==> src/rtl/br_issue_queue.sv <==
// Branch reservation station: age-ordered collapsing queue, CDB wakeup, oldest-ready issue.
// Define BR_RS_WAKEUP_BYPASS_EN to let same-cycle CDB wakeups issue with forwarded values.
module br_issue_queue #(
    parameter int DEPTH     = 4,
    parameter int PRF_IDX_W = 6,
    parameter int ROB_IDX_W = 5,
    parameter int NUM_CDB   = 2,
    localparam int PKT_W    = 169 + PRF_IDX_W + ROB_IDX_W
) (
    input  logic                         clk,
    input  logic                         rst,
    input  logic                         flush,
    input  logic                         disp_valid,
    output logic                         disp_ready,
    input  logic [2:0]                   disp_opcode,
    input  logic [31:0]                  disp_pc,
    input  logic [31:0]                  disp_imm,
    input  logic [PRF_IDX_W-1:0]         disp_rs1_phy,
    input  logic [PRF_IDX_W-1:0]         disp_rs2_phy,
    input  logic                         disp_rs1_rdy,
    input  logic                         disp_rs2_rdy,
    input  logic [PRF_IDX_W-1:0]         disp_rd_phy,
    input  logic [4:0]                   disp_rd_arch,
    input  logic [ROB_IDX_W-1:0]         disp_rob_id,
    input  logic                         disp_pred_taken,
    input  logic [31:0]                  disp_pred_target,
    input  logic [NUM_CDB-1:0]           cdb_valid,
    input  logic [NUM_CDB*PRF_IDX_W-1:0] cdb_rd_phy,
    input  logic [NUM_CDB*32-1:0]        cdb_rd_value,
    output logic [PRF_IDX_W-1:0]         prf_rs1_phy,
    output logic [PRF_IDX_W-1:0]         prf_rs2_phy,
    input  logic [31:0]                  prf_rs1_value,
    input  logic [31:0]                  prf_rs2_value,
    output logic                         iss_valid,
    input  logic                         iss_ready,
    output logic [PKT_W-1:0]             iss_pkt
);
    localparam int IDX_W = (DEPTH > 1) ? $clog2(DEPTH) : 1;
    localparam int CNT_W = $clog2(DEPTH) + 1;

    typedef struct packed {
        logic [2:0]           opcode;
        logic [31:0]          pc;
        logic [31:0]          imm;
        logic [PRF_IDX_W-1:0] rs1;
        logic [PRF_IDX_W-1:0] rs2;
        logic [PRF_IDX_W-1:0] rd_phy;
        logic [4:0]           rd_arch;
        logic [ROB_IDX_W-1:0] rob_id;
        logic                 pred_taken;
        logic [31:0]          pred_target;
    } ent_t;

    ent_t             r_ent [DEPTH];
    logic [DEPTH-1:0] r_vld, r_rdy1, r_rdy2;
    logic [CNT_W-1:0] r_cnt;

    ent_t             w_nxt_ent [DEPTH];
    logic [DEPTH-1:0] w_nxt_vld, w_nxt_rdy1, w_nxt_rdy2;
    logic [DEPTH-1:0] w_wk1, w_wk2, w_elig;
    logic             w_dwk1, w_dwk2;
    logic [IDX_W-1:0] w_sel;
    logic             w_any, w_fire, w_acc;
    logic [CNT_W-1:0] w_cnt_keep;
    logic [31:0]      w_rs1_val, w_rs2_val;
    ent_t             w_sel_ent;
    int               w_src;

    // Tag match against every valid CDB port, for stored entries and the dispatching uop.
    always_comb begin
        w_wk1  = '0;
        w_wk2  = '0;
        w_dwk1 = 1'b0;
        w_dwk2 = 1'b0;
        for (int k = 0; k < NUM_CDB; k++) begin
            if (cdb_valid[k]) begin
                for (int i = 0; i < DEPTH; i++) begin
                    if (cdb_rd_phy[k*PRF_IDX_W +: PRF_IDX_W] == r_ent[i].rs1) w_wk1[i] = 1'b1;
                    if (cdb_rd_phy[k*PRF_IDX_W +: PRF_IDX_W] == r_ent[i].rs2) w_wk2[i] = 1'b1;
                end
                if (cdb_rd_phy[k*PRF_IDX_W +: PRF_IDX_W] == disp_rs1_phy) w_dwk1 = 1'b1;
                if (cdb_rd_phy[k*PRF_IDX_W +: PRF_IDX_W] == disp_rs2_phy) w_dwk2 = 1'b1;
            end
        end
    end

`ifdef BR_RS_WAKEUP_BYPASS_EN
    assign w_elig = r_vld & (r_rdy1 | w_wk1) & (r_rdy2 | w_wk2);
`else
    assign w_elig = r_vld & r_rdy1 & r_rdy2;
`endif

    always_comb begin
        w_sel = '0;
        w_any = 1'b0;
        for (int i = DEPTH - 1; i >= 0; i--) begin
            if (w_elig[i]) begin
                w_any = 1'b1;
                w_sel = IDX_W'(i);
            end
        end
    end

    assign w_sel_ent   = r_ent[w_sel];
    assign prf_rs1_phy = w_any ? w_sel_ent.rs1 : '0;
    assign prf_rs2_phy = w_any ? w_sel_ent.rs2 : '0;

`ifdef BR_RS_WAKEUP_BYPASS_EN
    // Ascending port scan so the highest-index port wins on duplicate tags.
    always_comb begin
        w_rs1_val = prf_rs1_value;
        w_rs2_val = prf_rs2_value;
        for (int k = 0; k < NUM_CDB; k++) begin
            if (cdb_valid[k] && !r_rdy1[w_sel] &&
                cdb_rd_phy[k*PRF_IDX_W +: PRF_IDX_W] == w_sel_ent.rs1)
                w_rs1_val = cdb_rd_value[k*32 +: 32];
            if (cdb_valid[k] && !r_rdy2[w_sel] &&
                cdb_rd_phy[k*PRF_IDX_W +: PRF_IDX_W] == w_sel_ent.rs2)
                w_rs2_val = cdb_rd_value[k*32 +: 32];
        end
    end
`else
    logic w_unused_cdb_value;
    assign w_unused_cdb_value = ^cdb_rd_value;
    assign w_rs1_val = prf_rs1_value;
    assign w_rs2_val = prf_rs2_value;
`endif

    assign iss_valid = w_any;
    assign iss_pkt   = {w_sel_ent.opcode, w_sel_ent.pc, w_sel_ent.imm, w_rs1_val, w_rs2_val,
                        w_sel_ent.rd_phy, w_sel_ent.rd_arch, w_sel_ent.rob_id,
                        w_sel_ent.pred_taken, w_sel_ent.pred_target};

    assign w_fire     = w_any & iss_ready;
    assign disp_ready = (r_cnt < CNT_W'(DEPTH)) | w_fire;
    assign w_acc      = disp_valid & disp_ready & ~flush;
    assign w_cnt_keep = r_cnt - CNT_W'(w_fire);

    // Collapse above the fired slot, then append the new uop at the post-shift tail.
    always_comb begin
        w_src = 0;
        for (int i = 0; i < DEPTH; i++) begin
            w_src = (w_fire && i >= int'(w_sel) && i + 1 < DEPTH) ? i + 1 : i;
            w_nxt_ent[i]  = r_ent[w_src];
            w_nxt_vld[i]  = 1'b0;
            w_nxt_rdy1[i] = r_rdy1[w_src] | w_wk1[w_src];
            w_nxt_rdy2[i] = r_rdy2[w_src] | w_wk2[w_src];
            if (i < int'(w_cnt_keep)) begin
                w_nxt_vld[i] = 1'b1;
            end else if (i == int'(w_cnt_keep) && w_acc) begin
                w_nxt_vld[i]  = 1'b1;
                w_nxt_ent[i]  = '{opcode: disp_opcode, pc: disp_pc, imm: disp_imm,
                                  rs1: disp_rs1_phy, rs2: disp_rs2_phy, rd_phy: disp_rd_phy,
                                  rd_arch: disp_rd_arch, rob_id: disp_rob_id,
                                  pred_taken: disp_pred_taken, pred_target: disp_pred_target};
                w_nxt_rdy1[i] = disp_rs1_rdy | (disp_rs1_phy == '0) | w_dwk1;
                w_nxt_rdy2[i] = disp_rs2_rdy | (disp_rs2_phy == '0) | w_dwk2;
            end else begin
                w_nxt_rdy1[i] = 1'b0;
                w_nxt_rdy2[i] = 1'b0;
            end
        end
    end

    always_ff @(posedge clk) begin
        if (rst || flush) begin
            r_vld  <= '0;
            r_rdy1 <= '0;
            r_rdy2 <= '0;
            r_cnt  <= '0;
        end else begin
            r_vld  <= w_nxt_vld;
            r_rdy1 <= w_nxt_rdy1;
            r_rdy2 <= w_nxt_rdy2;
            r_cnt  <= w_cnt_keep + CNT_W'(w_acc);
        end
    end

    always_ff @(posedge clk) begin
        for (int i = 0; i < DEPTH; i++) r_ent[i] <= w_nxt_ent[i];
    end
endmodule

==> config.mk <==
export PLATFORM = sky130hd
export DESIGN_NAME = br_issue_queue
export DESIGN_NICKNAME = d
export VERILOG_FILES = /design/src/rtl/br_issue_queue.sv
export SDC_FILE = /design/constraint.sdc
export NUM_CORES = 1
export LEC_CHECK = 0
export ABC_CLOCK_PERIOD_IN_PS = 7100
export BUFFER_PORTS_ARGS = -buffer_cell sky130_fd_sc_hd__buf_2
export CAP_MARGIN = 30
export CORE_MARGIN = 2
export CORE_UTILIZATION = 56
export DETAILED_ROUTE_END_ITERATION = 10
export PLACE_DENSITY = 0.85
export SYNTH_ARGS = -nofsm -noshare
export SYNTH_HDL_FRONTEND = slang
export SYNTH_SLANG_ARGS = --single-unit
==> constraint.sdc <==
create_clock -name clk -period 7.1 [get_ports clk]
set_input_delay 0 -clock clk [delete_from_list [all_inputs] [get_ports clk]]
set_output_delay 0 -clock clk [all_outputs]
set_load 0.02 [all_outputs]
Word-level counts from Yosys, hierarchy flattened
Memory sizes are Yosys's and may differ from the RTL's.
Index checks and enable logic that the tools add are counted.
- flip-flop bits (word level): 15
- memories kept: 1
- logic and storage cells: 180
- memory bits (writable): 512
- output and inout port bits: 194
- memories (memory ; words ; bits a word ; read ports ; clocked after memory_dff ; wr ports ; RTL line ; text):
    r_ent ; 4 ; 128 ; 8 ; 0 ; 4 ; 54 ; ent_t r_ent [DEPTH];
- bitwise operators: 19
- reduce and logical (&&, ||, !) cells: 11
- magnitude comparators: 11
- mux-type cells: 109
- add/subtract/negate cells: 2
- equality and inequality tests: 23
- operators with widths (operator ; count):
    128-bit 2-to-1 mux ; 8
    6-bit == test ; 20
    1-bit 2-to-1 mux ; 78
    1-bit binary-select mux with 2-bit select ; 12
    4-bit 2-to-1 mux ; 4
    1-bit OR ; 13
    6-bit zero test ; 2
    6-bit 2-to-1 mux ; 2
    2-bit 2-to-1 mux ; 5
    4-bit bitwise AND ; 2
    1-bit logical AND ; 7
    3-bit == test, first input constant ; 2
    1-bit by 3-bit less-than comparator with 1-bit output, first input constant ; 2
    2-bit by 3-bit less-than comparator with 1-bit output, first input constant ; 2
    2-bit by 3-bit less-than comparator with 1-bit output, second input constant ; 2
    1-bit by 2-bit greater-or-equal comparator with 1-bit output, first input constant ; 2
    3-bit by 1-bit adder with 3-bit output ; 1
    1-bit bitwise AND ; 3
    2-bit by 3-bit == test with 1-bit output, first input constant ; 1
    3-bit zero test ; 1
    1-bit by 3-bit less-than comparator with 1-bit output, second input constant ; 1
    3-bit less-than comparator, second input constant ; 1
    3-bit by 1-bit subtractor with 3-bit output ; 1
    2-bit greater-or-equal comparator, first input constant ; 1
    2 further kinds ; 2

Depth between registers and ports, before layout
- word-level depth: 14
- depth in mapped cells: 16

Worst setup path before layout
Ideal clock, no wire load.
- path type: reg-to-reg
- start: register r_rdy1[1] (netlist name)
- end: memory r_ent[3][0] (netlist bit) (enable)
- stages on the path, launching flop included: 11
- slack: 2.020 ns
- path buffers: 1
- library setup time: 0.481 ns
- arrival time: 4.599 ns
- required time: 6.619 ns
- period minus slack after synthesis: 5.080 ns
- cells stage by stage: dfxtp_1 > nand3_1 > nand3_1 > o21ai_1 > inv_1 > ha_1 > ha_1 > clkbuf_1 > a2111oi_2 > nand2_1 > inv_1
- RTL lines (element ; RTL line):
    end: declaration ; 54

==> reports/qor.txt <==
Total grt overflow -> 0
CTS H-tree depth -> 2
Fin. max-slew vios -> 0
CP max FO -> 67
Critical-path cell list -> nand3_1 -> nand3_1 -> o21ai_1 -> inv_1 -> ha_1 -> ha_1 -> a2111oi_2 -> nand2_1 -> inv_6 -> buf_4
Vias in the first global route -> 22860
Switching power -> 0.002326 W
Sw frac -> 0.2863
Commonest non-fill, non-tap cells in the layout -> nand2_1, dfxtp_1, buf_2, nor2_1, a31oi_1
Crit path max-delay family -> buffers and inverters
IO Port Bufs -> 278
Clock slew at reported path FFs -> 0.06 ns
Maximum clock rate -> 231.4 MHz
Ys Warns -> 0
Avg Synthesized Cell Area -> 8.225 µm²
Mapped Nets -> 3439
Data required time of the worst path -> 7.33 ns
Finished Cell Area -> 0.03000 mm²
Root Driver -> clkbuf_16
Initial antenna violation count -> 1
Max VDD drop -> 257.1 µV
Syn Std Cell Area -> 0.02599 mm²
Synth unique cells -> 46
Final period util -> 0.6087
Hold crit path type -> primary input to output pin
Worst-Skew Late Latency -> 0.61 ns
Num CTS Buffers -> 53
Initial Util -> 0.5703
Critical path type -> flip-flop to flip-flop
Area growth syn-to-layout -> 15.44%
Die X -> 219.4 µm
Num Clock Sinks -> 527
Delay of the slowest critical-path stage -> 0.63 ns
WP buf/inv -> 3
Most used DFF post-synth -> dfxtp_1
CTS tree -> yes
# rows -> 78
RSZ-0062 raised after global routing -> false
CTS Hold Bufs -> 134
Fraction of registers with async set/reset -> 0
Crit-path slowest cell -> buf_4
Layout cells sized above 1 -> 0.1231
Status -> finished, final reports clean
Die H -> 219.4 µm
Worst Skew -> 0.01408 ns
Cell-internal power -> 0.005799 W
# resized after CTS -> 0
Total power -> 0.008125 W
Worst-case clock buffer depth -> 3
Comb pwr share -> 0.168
Rel. slew slack -> 0.2939
Seq pwr share -> 0.492
Total Wirelength -> 74770 µm
P_leak -> 14.11 nW
Die ar. -> 0.04815 mm²
Worst hold margin -> 0.000007025 ns
Fill count -> 3433
IO Pins -> 471
Setup Buffers After CTS -> 0
Startpoint Class -> flip-flop
TNS Setup -> 0 ns
First-pass GRT wire length -> 117300 µm
Overall Global Routing Usage -> 0.3005
Wirelength per Cell -> 18.75 µm
Avg Vias per Cell -> 5.952
Dpl cell area -> 0.02692 mm²
Placeable Area -> 0.04558 mm²
FF+latch count, synth -> 527
Cells after Synth -> 3160
Final worst path period need -> 4.322 ns
DR iter-0 viols -> 2527
Seq/Total Area, Yosys -> 0.4552
Hold Violations, Final -> 0
Largest net degree at the start of global routing -> 151
Placer Congestion -> 0.9229
Pwr Density -> 270.8 mW/mm²
Setup Viol. Count Final -> 0
Max Cap Viol -> 0
Clock power frac -> 0.340
Crit path arrival time -> 4.55 ns
Post-DRT Antenna Nets -> 0
Layout Nets -> 3622
# DRC -> 0
Hpwl dp -> 40090 µm
CP endpoint kind -> flip-flop
Most common cell after layout, fill and taps aside -> nand2_1
DRT Pass-1 Iters -> 6
Via count -> 23740
Slew at the pin with the worst max-slew slack -> 1.059 ns
Post-synth EDFFs -> 128
-- cell families (layout without fill, tap and decap cells) --
family,Yosys count,after routing,share of synthesized area
simple gates,1391,1391,0.2199
compound gates,542,542,0.1212
flops,527,527,0.4552
buf+inv,319,547,0.06244
mux,256,256,0.09859
xor+xnor,123,123,0.04174
fa+ha+maj,2,2,0.0009626
other cells,0,1,0
-- cell type report --
type	instances	area (µm²)	area share
Tap cell	600	750.7	0.02502
Timing Repair Buffer	441	3060	0.1020
Inverter	6	27.53	0.0009174
Clock buffer	80	1541	0.05138
Multi-Input combinational cell	2314	12630	0.4209
Clock inverter	20	162.7	0.005421
Sequential cell	527	11830	0.3943
Antenna cell	1	2.502	0.00008340
-- power by group through the flow --
stage	Sequential (W)	Clock, W	Combinational (W)
5_1_grt	0.00405	0.00290	0.00150
2_1_floorplan	0.00393	0	0.00100
4_1_cts	0.00397	0.00279	0.00133
3_5_place_dp	0.00403	0	0.00126
6_report	0.00400	0.00276	0.00136
3_3_place_gp	0.00401	0	0.00121
-- path summary, 6_finish.rpt --
| check | startpoint | endpoint | slack (ns) | cells past startpoint |
|---|---|---|---|---|
| min reg2reg | r_ent[2][33]$_DFF_P_ | r_ent[1][33]$_DFF_P_ | 0.48 | 2 |
| max reg2reg | r_rdy2[1]$_SDFF_PP0_ | r_ent[3][28]$_DFFE_PP_ | 2.78 | 10 |
| max | r_rdy2[1]$_SDFF_PP0_ | r_ent[3][28]$_DFFE_PP_ | 2.78 | 10 |
| min | prf_rs2_value[11] | iss_pkt[60] | 0.000007 | 0 |
-- per-stage QoR --
stage                 util  std cells  setup slack (ns)
floorplan                -       3160             2.020
global placement    0.5895       3750             2.847
detailed placement  0.5907       3752             2.813
CTS                 0.6575       3986             2.811
global route        0.6583       3989             2.416
finish              0.6583       3989             2.778
-- sequential cells by signal, summed over array words and instances, names as in the netlist --
| name | cells |
|---|---|
| r_cnt | 3 |
| r_vld | 4 |
| r_ent | 512 |
| r_rdy2 | 4 |
| r_rdy1 | 4 |
-- per-layer routing --
| metal | track usage | vias to the layer above | part of all wire |
|---|---|---|---|
| li1 | - | 11120 | - |
| met1 | 0.3702 | 11210 | 0.40 |
| met2 | 0.5062 | 1202 | 0.48 |
| met3 | 0.06597 | 209 | 0.090 |
| met4 | 0.1293 | 0 | 0.031 |
| met5 | 0 | - | 0 |
-- synthesized netlist by cell type (6+ instances only) --
cell type,count,area (µm²)
nand2_1,919,3450
dfxtp_1,399,7988
nor2_1,272,1021
a31oi_1,257,1608
mux2i_1,256,2562
clkbuf_1,141,529.3
a21oi_1,134,670.6
edfxtp_1,128,3844
and3_1,119,744.5
o21ai_0,104,520.5
buf_2,85,425.4
buf_4,64,480.5
xnor2_1,61,534.3
xor2_1,61,534.3
nor4_1,22,137.6
nand4_1,20,125.1
nand3_1,18,90.09
o21ai_1,15,75.07
o21ai_2,15,131.4
buf_1,12,45.04
buf_6,8,90.09
inv_1,6,22.52
No activity file was read; power rests on OpenSTA's default activity.
